## src/rtl/uart_pkg.sv

```systemverilog
// rtl/uart_pkg.sv - shared types and helpers for the UART receive path
package uart_pkg;

  typedef enum logic [1:0] {
    PAR_NONE,
    PAR_EVEN,
    PAR_ODD
  } parity_t;

  typedef enum logic [2:0] {
    ST_IDLE,
    ST_START,
    ST_DATA,
    ST_PARITY,
    ST_STOP,
    ST_BREAK_WAIT
  } uart_rx_state_t;

  // Rounded clock-cycles-per-bit for a given system clock and baud rate.
  function automatic int baud_div(input int clk_hz, input int baud);
    return (clk_hz + baud / 2) / baud;
  endfunction

endpackage

```

## src/rtl/uart_rx_ctrl_if.sv

```systemverilog
// rtl/uart_rx_ctrl_if.sv - received-word holding register interface (producer = master)
interface uart_rx_ctrl_if #(
  parameter int DATA_BITS = 8
);
  logic [DATA_BITS-1:0] rx_data;
  logic                 rx_valid;
  logic                 rx_ready;
  logic                 rx_parity_err;
  logic                 rx_frame_err;
  logic                 rx_overrun;
  logic                 rx_busy;

  modport master (
    output rx_data, rx_valid, rx_parity_err, rx_frame_err, rx_overrun, rx_busy,
    input  rx_ready
  );

  modport slave (
    input  rx_data, rx_valid, rx_parity_err, rx_frame_err, rx_overrun, rx_busy,
    output rx_ready
  );
endinterface

```

## src/rtl/uart_sync2.sv

```systemverilog
// rtl/uart_sync2.sv - two-flop synchroniser for an asynchronous input
module uart_sync2 #(
  parameter logic RESET_VAL = 1'b1
) (
  input  logic clk,
  input  logic rst,
  input  logic d,
  output logic q
);
  logic meta;

  always_ff @(posedge clk) begin
    if (rst) begin
      meta <= RESET_VAL;
      q    <= RESET_VAL;
    end else begin
      meta <= d;
      q    <= meta;
    end
  end
endmodule

```

## src/rtl/uart_rx_ctrl.sv

```systemverilog
// rtl/uart_rx_ctrl.sv - UART receiver with parity/stop checking and a valid/ready holding register
// Optional UART_RX_MAJORITY_EN: 2-of-3 majority vote on every bit decision.
module uart_rx_ctrl
  import uart_pkg::*;
#(
  parameter int      CLKS_PER_BIT = baud_div(85_860_000, 115_200),
  parameter int      DATA_BITS    = 8,
  parameter parity_t PARITY       = PAR_NONE,
  parameter int      STOP_BITS    = 1
) (
  input  logic           clk,
  input  logic           rst,
  input  logic           rx_serial,
  uart_rx_ctrl_if.master rx_if
);
  localparam int CW = $clog2(CLKS_PER_BIT);
  localparam int IW = $clog2(DATA_BITS);
  localparam logic [CW-1:0] MID       = CW'((CLKS_PER_BIT - 1) / 2);
  localparam logic [CW-1:0] LAST      = CW'(CLKS_PER_BIT - 1);
  localparam logic [IW-1:0] IDX_LAST  = IW'(DATA_BITS - 1);
  localparam logic          STOP_LAST = 1'(STOP_BITS - 1);

  uart_rx_state_t       state;
  logic [CW-1:0]        cnt;
  logic [IW-1:0]        bit_idx;
  logic                 stop_idx;
  logic [DATA_BITS-1:0] shreg;
  logic                 par_err;
  logic                 frame_err;
  logic                 line_s;
  logic                 samp;
  logic                 fe_now;
  logic                 commit;
  logic                 accept;

  uart_sync2 #(.RESET_VAL(1'b1)) u_sync (
    .clk (clk),
    .rst (rst),
    .d   (rx_serial),
    .q   (line_s)
  );

`ifdef UART_RX_MAJORITY_EN
  // Previous two synced samples; the vote window ends on the decision cycle.
  logic [1:0] hist;

  always_ff @(posedge clk) begin
    if (rst) hist <= 2'b11;
    else     hist <= {hist[0], line_s};
  end

  assign samp = (line_s & hist[0]) | (line_s & hist[1]) | (hist[0] & hist[1]);
`else
  assign samp = line_s;
`endif

  assign fe_now = frame_err | ~samp;
  assign commit = (state == ST_STOP) && (cnt == LAST) && (stop_idx == STOP_LAST);
  assign accept = rx_if.rx_valid && rx_if.rx_ready;

  always_ff @(posedge clk) begin
    if (rst) begin
      state               <= ST_IDLE;
      cnt                 <= '0;
      bit_idx             <= '0;
      stop_idx            <= 1'b0;
      shreg               <= '0;
      par_err             <= 1'b0;
      frame_err           <= 1'b0;
      rx_if.rx_data       <= '0;
      rx_if.rx_valid      <= 1'b0;
      rx_if.rx_parity_err <= 1'b0;
      rx_if.rx_frame_err  <= 1'b0;
      rx_if.rx_overrun    <= 1'b0;
      rx_if.rx_busy       <= 1'b0;
    end else begin
      case (state)
        ST_IDLE: begin
          cnt <= '0;
          if (!line_s) begin
            state         <= ST_START;
            rx_if.rx_busy <= 1'b1;
          end
        end
        ST_START: begin
          if (cnt == MID) begin
            cnt       <= '0;
            bit_idx   <= '0;
            stop_idx  <= 1'b0;
            par_err   <= 1'b0;
            frame_err <= 1'b0;
            if (samp) begin
              state         <= ST_IDLE;
              rx_if.rx_busy <= 1'b0;
            end else begin
              state <= ST_DATA;
            end
          end else begin
            cnt <= cnt + 1'b1;
          end
        end
        ST_DATA: begin
          if (cnt == LAST) begin
            cnt     <= '0;
            // Shift right so the first (LSB) bit lands in bit 0 after the last sample.
            shreg   <= {samp, shreg[DATA_BITS-1:1]};
            bit_idx <= bit_idx + 1'b1;
            if (bit_idx == IDX_LAST)
              state <= (PARITY != PAR_NONE) ? ST_PARITY : ST_STOP;
          end else begin
            cnt <= cnt + 1'b1;
          end
        end
        ST_PARITY: begin
          if (cnt == LAST) begin
            cnt     <= '0;
            par_err <= ((^shreg) ^ samp) != (PARITY == PAR_ODD);
            state   <= ST_STOP;
          end else begin
            cnt <= cnt + 1'b1;
          end
        end
        ST_STOP: begin
          if (cnt == LAST) begin
            cnt       <= '0;
            frame_err <= fe_now;
            stop_idx  <= stop_idx + 1'b1;
            if (stop_idx == STOP_LAST) begin
              state         <= fe_now ? ST_BREAK_WAIT : ST_IDLE;
              rx_if.rx_busy <= fe_now;
            end
          end else begin
            cnt <= cnt + 1'b1;
          end
        end
        ST_BREAK_WAIT: begin
          if (line_s) begin
            state         <= ST_IDLE;
            rx_if.rx_busy <= 1'b0;
          end
        end
        default: begin
          state         <= ST_IDLE;
          rx_if.rx_busy <= 1'b0;
        end
      endcase

      // A commit on the same edge as an accept replaces the consumed word without overrun.
      if (commit) begin
        rx_if.rx_data       <= shreg;
        rx_if.rx_parity_err <= par_err;
        rx_if.rx_frame_err  <= fe_now;
        rx_if.rx_valid      <= 1'b1;
        rx_if.rx_overrun    <= rx_if.rx_valid && !rx_if.rx_ready;
      end else if (accept) begin
        rx_if.rx_valid      <= 1'b0;
        rx_if.rx_overrun    <= 1'b0;
        rx_if.rx_parity_err <= 1'b0;
        rx_if.rx_frame_err  <= 1'b0;
      end
    end
  end
endmodule

```

## src/flat_wrapper.sv

```systemverilog
// flat-port wrapper written by rule: the top's interface ports become plain ports
module uart_rx_ctrl_flat import uart_pkg::*;
#(
  parameter int      CLKS_PER_BIT = baud_div(85_860_000, 115_200),
  parameter int      DATA_BITS    = 8,
  parameter parity_t PARITY       = PAR_NONE,
  parameter int      STOP_BITS    = 1
)
  (clk, rst, rx_serial, rx_if_rx_data, rx_if_rx_valid, rx_if_rx_parity_err, rx_if_rx_frame_err, rx_if_rx_overrun, rx_if_rx_busy, rx_if_rx_ready);
  uart_rx_ctrl_if #(.DATA_BITS(DATA_BITS)) rx_if_i ();
  input  logic clk;
  input  logic rst;
  input  logic rx_serial;
  output wire logic [$bits(rx_if_i.rx_data)-1:0] rx_if_rx_data;
  output wire logic [$bits(rx_if_i.rx_valid)-1:0] rx_if_rx_valid;
  output wire logic [$bits(rx_if_i.rx_parity_err)-1:0] rx_if_rx_parity_err;
  output wire logic [$bits(rx_if_i.rx_frame_err)-1:0] rx_if_rx_frame_err;
  output wire logic [$bits(rx_if_i.rx_overrun)-1:0] rx_if_rx_overrun;
  output wire logic [$bits(rx_if_i.rx_busy)-1:0] rx_if_rx_busy;
  input wire logic [$bits(rx_if_i.rx_ready)-1:0] rx_if_rx_ready;
  assign rx_if_rx_data = rx_if_i.rx_data;
  assign rx_if_rx_valid = rx_if_i.rx_valid;
  assign rx_if_rx_parity_err = rx_if_i.rx_parity_err;
  assign rx_if_rx_frame_err = rx_if_i.rx_frame_err;
  assign rx_if_rx_overrun = rx_if_i.rx_overrun;
  assign rx_if_rx_busy = rx_if_i.rx_busy;
  assign rx_if_i.rx_ready = rx_if_rx_ready;
  uart_rx_ctrl #(.CLKS_PER_BIT(CLKS_PER_BIT), .DATA_BITS(DATA_BITS), .PARITY(PARITY), .STOP_BITS(STOP_BITS)) u_core (.clk(clk), .rst(rst), .rx_serial(rx_serial), .rx_if(rx_if_i));
endmodule
```

## config.mk

```make
export PLATFORM = sky130hd
export DESIGN_NAME = uart_rx_ctrl_flat
export DESIGN_NICKNAME = d
export VERILOG_FILES = /design/src/rtl/uart_pkg.sv /design/src/rtl/uart_rx_ctrl_if.sv /design/src/rtl/uart_sync2.sv /design/src/rtl/uart_rx_ctrl.sv /design/src/flat_wrapper.sv
export SDC_FILE = /design/constraint.sdc
export NUM_CORES = 1
export LEC_CHECK = 0
export ABC_CLOCK_PERIOD_IN_PS = 4200
export CORE_ASPECT_RATIO = 1.2
export CORE_UTILIZATION = 35
export CTS_CLUSTER_SIZE = 14
export DETAILED_ROUTE_END_ITERATION = 16
export SLEW_MARGIN = 30
export SYNTH_ARGS = -nofsm -noshare
export SYNTH_HDL_FRONTEND = slang
export SYNTH_SLANG_ARGS = --single-unit
```

## constraint.sdc

```tcl
create_clock -name clk -period 4.2 [get_ports clk]
set_input_delay 0.84 -clock clk [delete_from_list [all_inputs] [get_ports clk]]
set_output_delay 0.84 -clock clk [all_outputs]
set_load 0.05 [all_outputs]
```

Yosys cells after proc, flatten, opt, wreduce, memory -nomap -nowiden
Index checks and enable logic that the tools add are counted.
{ "totals": {"regBits": 42, "in_bits": 4, "out_inout_bits": 13, "word_cells": 94} }
{ "op_classes": {"addsub": 3, "n_eq_ne": 16, "mux": 35, "n_bitwise": 5, "reduce_logical": 20} }
{ "op_table": {"columns": ["op", "count"], "rows": [
  ["two-way mux 3 bit", 11],
  ["case mux 10 bit (3 select lines)", 1],
  ["two-way mux 10 bit", 2],
  ["case mux 3 bit (6 select lines)", 1],
  ["two-way mux 1 bit", 14],
  ["adder 10 x 1 -> 10 bit (second input constant)", 1],
  ["equality test 10 bit (second input constant)", 1],
  ["equality test 10 x 9 -> 1 bit (second input constant)", 1],
  ["equality test 3 bit (second input constant)", 3],
  ["AND reduction 3 bit", 3],
  ["!= test 2 x 1 -> 1 bit (second input constant)", 4],
  ["!= test 2 bit (second input constant)", 4],
  ["AND reduction 8 bit", 1],
  ["nonzero test 2 bit", 4],
  ["parity 8 bit", 1],
  ["equality test 3 x 2 -> 1 bit (second input constant)", 2],
  ["case mux 1 bit (2 select lines)", 3],
  ["case mux 3 bit (2 select lines)", 1],
  ["case mux 1 bit (5 select lines)", 1],
  ["AND reduction 5 bit", 1],
  ["logical AND 1 bit", 4],
  ["adder 3 x 1 -> 3 bit (second input constant)", 1],
  ["equality test 3 x 1 -> 1 bit (second input constant)", 1],
  ["zero test 3 bit", 1],
  ["other kinds (10)", 12]
]} }

Longest topological paths before layout
{ "depth": {"ltp_word": 6, "ltp_mapped": 7, "depth_no_buf": 7} }

Hierarchy
Synthesis repeated with hierarchy kept, for this count alone.
{ "unflattened": {"hier_cells": 245, "area_unflattened_um2": 2159.6} }
{ "modules_own_cells": {"columns": ["mod", "n_inst", "cells_each", "area_per_inst_um2", "seq_area_each_um2"], "rows": [
  ["uart_rx_ctrl", 1, 241, 2107.0, 800.8],
  ["uart_sync2", 1, 4, 52.6, 40.0]
]} }

Worst setup path after synthesis
No wires, ideal clock.
{ "synth_path": {"path_kind": "register to register", "startpoint": "register u_core.bit_idx[0] (netlist name)", "endpoint": "register u_core.rx_if.rx_busy", "setup_ns": 0.117, "arrival_ns": 1.668, "t_required_ns": 4.083, "setup_slack_ns": 2.415, "path_stages_with_launch": 7, "n_path_buf": 0, "synth_period_minus_slack_ns": 1.785, "path_cell_list": "dfxtp_1 ha_1 ha_1 or4b_2 o41ai_2 a211oi_4 a32o_1"} }
{ "synth_rtl": {"columns": ["element", "line", "rtl"], "rows": [
  ["end signal, assigned", "uart_rx_ctrl.sv:130", "rx_if.rx_busy <= fe_now;"],
  ["end, declared", "uart_rx_ctrl_if.sv:14", "output rx_data, rx_valid, rx_parity_err, rx_frame_err, rx_overrun, rx_busy,"]
]} }

Final worst setup path
{ "layout_path": {"startpoint": "register u_core.rx_if.rx_valid", "endpoint": "output rx_if_rx_valid"} }
{ "layout_rtl": {"columns": ["element", "line", "rtl"], "rows": [
  ["start, declared", "uart_rx_ctrl_if.sv:14", null],
  ["start signal, assigned", "uart_rx_ctrl.sv:71", "rx_if.rx_valid <= 1'b0;"],
  ["start signal, assigned", "uart_rx_ctrl.sv:153", "rx_if.rx_valid <= 1'b1;"],
  ["start signal, assigned", "uart_rx_ctrl.sv:156", "rx_if.rx_valid <= 1'b0;"],
  ["end, declared", "flat_wrapper.sv:15", "output wire logic [$bits(rx_if_i.rx_valid)-1:0] rx_if_rx_valid;"]
]} }
No word-level cell between the ends.

==> metrics.yaml <==
antenna_left: 0
endpoint_kind: "output port"
drv_cap: 0
power_switching_w: 0.000343
clockBufferDepth: 2
fin_nets: 243
synth_cell_types: 53
clock-sinks: 42
grt_use_total: 0.141
cp_max_fo: 4
setup_tns_ps: 0
min_period_ps: 2330
postSynthCellCount: 221
wl_per_cell_um: 12.5
cp.depth: 1
hold_path.class: "register to register"
drc: 0
critPathRequiredTime_ps: 3360
crit_buf_inv: 1
ff2ff_path_depth: 6
yosysSeqAreaShare: 0.405
yosysWarnings: 0
p_leak_nw: 0.880
hpwl_um: 2770
cp_slowest_cell: "clkdlybuf4s50_1"
synth_edf_count: 0
finalCritPeriodShare: 0.556
async_flop_share: 0
firstDrtPassIters: 4
drive_gt1_frac: 0.119
hold_viol: 0
stdcell_area_um2: 2390
clk-insertion-delay-late_ps: 300
synth_ff_type: "dfxtp_1"
cp_cell_sequence: "clkdlybuf4s50_1"
fp.dieW_um: 72.3
initial_utilization: 0.364
synth_area_leaders: "dfxtp_1, mux2i_1, nor2_1"
cts_setup_buffers: 0
syn_nets: 229
p_per_area_nw_per_um2: 418
place.gp.congestion: 0.783
vias_per_cell: 4.91
die-area_um2: 6250
holdPathStages: 1
cts_tree: "done"
cts_made_buffers: 5
switching_share: 0.343
cts-root-buf: "clkbuf_8"
setup_viol: 0
postPlaceCellArea_um2: 2300
synth_seq_cells: 42
antenna_found_initial: 0
cp_top_family: "buffers and inverters"
numPortBuffers: 16
synth_top_area_frac: 0.405
hold_buffers: 0
core_um2: 5710
rsz0062_at_grt: "no"
critPathLaunchType: "register"
slowest_delay_ps: 820
outcome: "finished, final reports clean"
synth.cell_area_um2: 2080
ios: 17
grt_pass1_wl_um: 6890
p_int_w: 0.000656
critPathArrivalTime_ps: 1490
grt_max_degree: 36
fin_skew_ps: 5.26
grt_pass1_vias: 1512
critical_path_class: "register to output port"
slew_violations: 0
drt_iter0_drc: 82
rows: 30
ctsHtreeMaxLevel: 2
via_count: 1552
synthTopCellsByCount: "dfxtp_1, nor2_1, mux2i_1, nand2_1"
cts_resized: 0
area_delta_synth_final_pct: 15.1
relSlewSlack: 0.596
p_comb_frac: 0.274
grt.overflow.total: 0
clk_pin_slew_ps: 80
antennaDiodeCount: 0
tightest_slew_ps: 591
final_util: 0.419
clockPowerShare: 0.260
peakVddDrop_mv: 0.283
seqPwrFrac: 0.465
fmax_mhz: 428
fp.dieH_um: 86.4
drt-total-wl_um: 3950
synth_top_area_cell: "dfxtp_1"
synth.avg_cell_area_um2: 9.40
[placed cells by master (no fill, tap or decap), drive strengths merged, types with 4 or more instances in the layout]
cell	instances
dfxtp	42
nor3	4
a21oi	7
nand3	5
nor2	42
clkdlybuf4s50	16
xnor2	7
nand2	16
ha	4
o21ai	7
mux2i	18
inv	5
clkbuf	5
nand4	4
xor2	4
[cell type report]
cell class              count  area, um^2
clock inverters             3        21.3
fillers                   602        3310
multi-input cells         164        1170
repair buffers             17         168
flip-flops and latches     42         841
inverters                   5        18.8
clock buffers               5        68.8
well taps                  80         100
[logic make-up after synthesis]
group | count (synthesis) | synth area share
buffers and inverters | 15 | 0.0301
adder cells (fa/ha/maj) | 4 | 0.0241
AND/OR/NAND/NOR | 97 | 0.257
flip-flops | 42 | 0.405
XOR/XNOR | 12 | 0.0572
AO/OA/AOI/OAI | 32 | 0.134
multiplexers | 19 | 0.0922
[state kept, by name, indices dropped and copies added (netlist names)]
register                    count
u_core.u_sync.meta              1
u_core.bit_idx                  3
u_core.rx_if.rx_frame_err       1
u_core.shreg                    8
u_core.rx_if.rx_data            8
u_core.rx_if.rx_valid           1
u_core.rx_if.rx_busy            1
u_core.rx_if.rx_overrun         1
u_core.cnt                     10
u_core.par_err                  1
u_core.u_sync.q                 1
u_core.frame_err                1
u_core.state                    3
u_core.stop_idx                 1
u_core.rx_if.rx_parity_err      1
[per-layer routing]
metal  GRT usage  vias up  wire (um)
met3      0.0326        8         83
met2       0.246       12       2000
met1       0.166      729       1810
li1            -      803          -
met5           0        -          0
met4      0.0553        0         63
[stage by stage]
| step | cells | power [W] | hold slack (ps) | setup WS [ps] |
|---|---|---|---|---|
| after floorplan | 221 | 0.000694 | 389 | 2420 |
| after global placement | 308 | 0.000749 | 392 | 1910 |
| after detailed placement | 308 | 0.000749 | 403 | 1850 |
| after CTS | 316 | 0.00101 | 423 | 1850 |
| after global routing | 316 | 0.00106 | 428 | 1800 |
| final | 316 | 0.000999 | 417 | 1870 |
[power groups by stage]
stage / registers (W) / logic, W / clock network (W)
finish: 0.000465 / 0.000274 / 0.000260
global route: 0.000474 / 0.000298 / 0.000290
CTS: 0.000465 / 0.000277 / 0.000269
detailed placement: 0.000474 / 0.000275 / 0
global placement: 0.000474 / 0.000275 / 0
floorplan: 0.000461 / 0.000233 / 0
[path summary, 6_finish.rpt]
path	to	slack (ps)	start
worst max-delay path	rx_if_rx_valid	1870	u_core.rx_if.rx_valid$_SDFFE_PP0P_
worst min-delay path	u_core.u_sync.q$_SDFF_PP1_	420	u_core.u_sync.meta$_SDFF_PP1_
worst max register to register	u_core.rx_if.rx_overrun$_SDFFE_PP0P_	2010	u_core.cnt[0]$_SDFFE_PP0P_
worst min register to register	u_core.u_sync.q$_SDFF_PP1_	420	u_core.u_sync.meta$_SDFF_PP1_
Power figures use the tool's default switching activity.
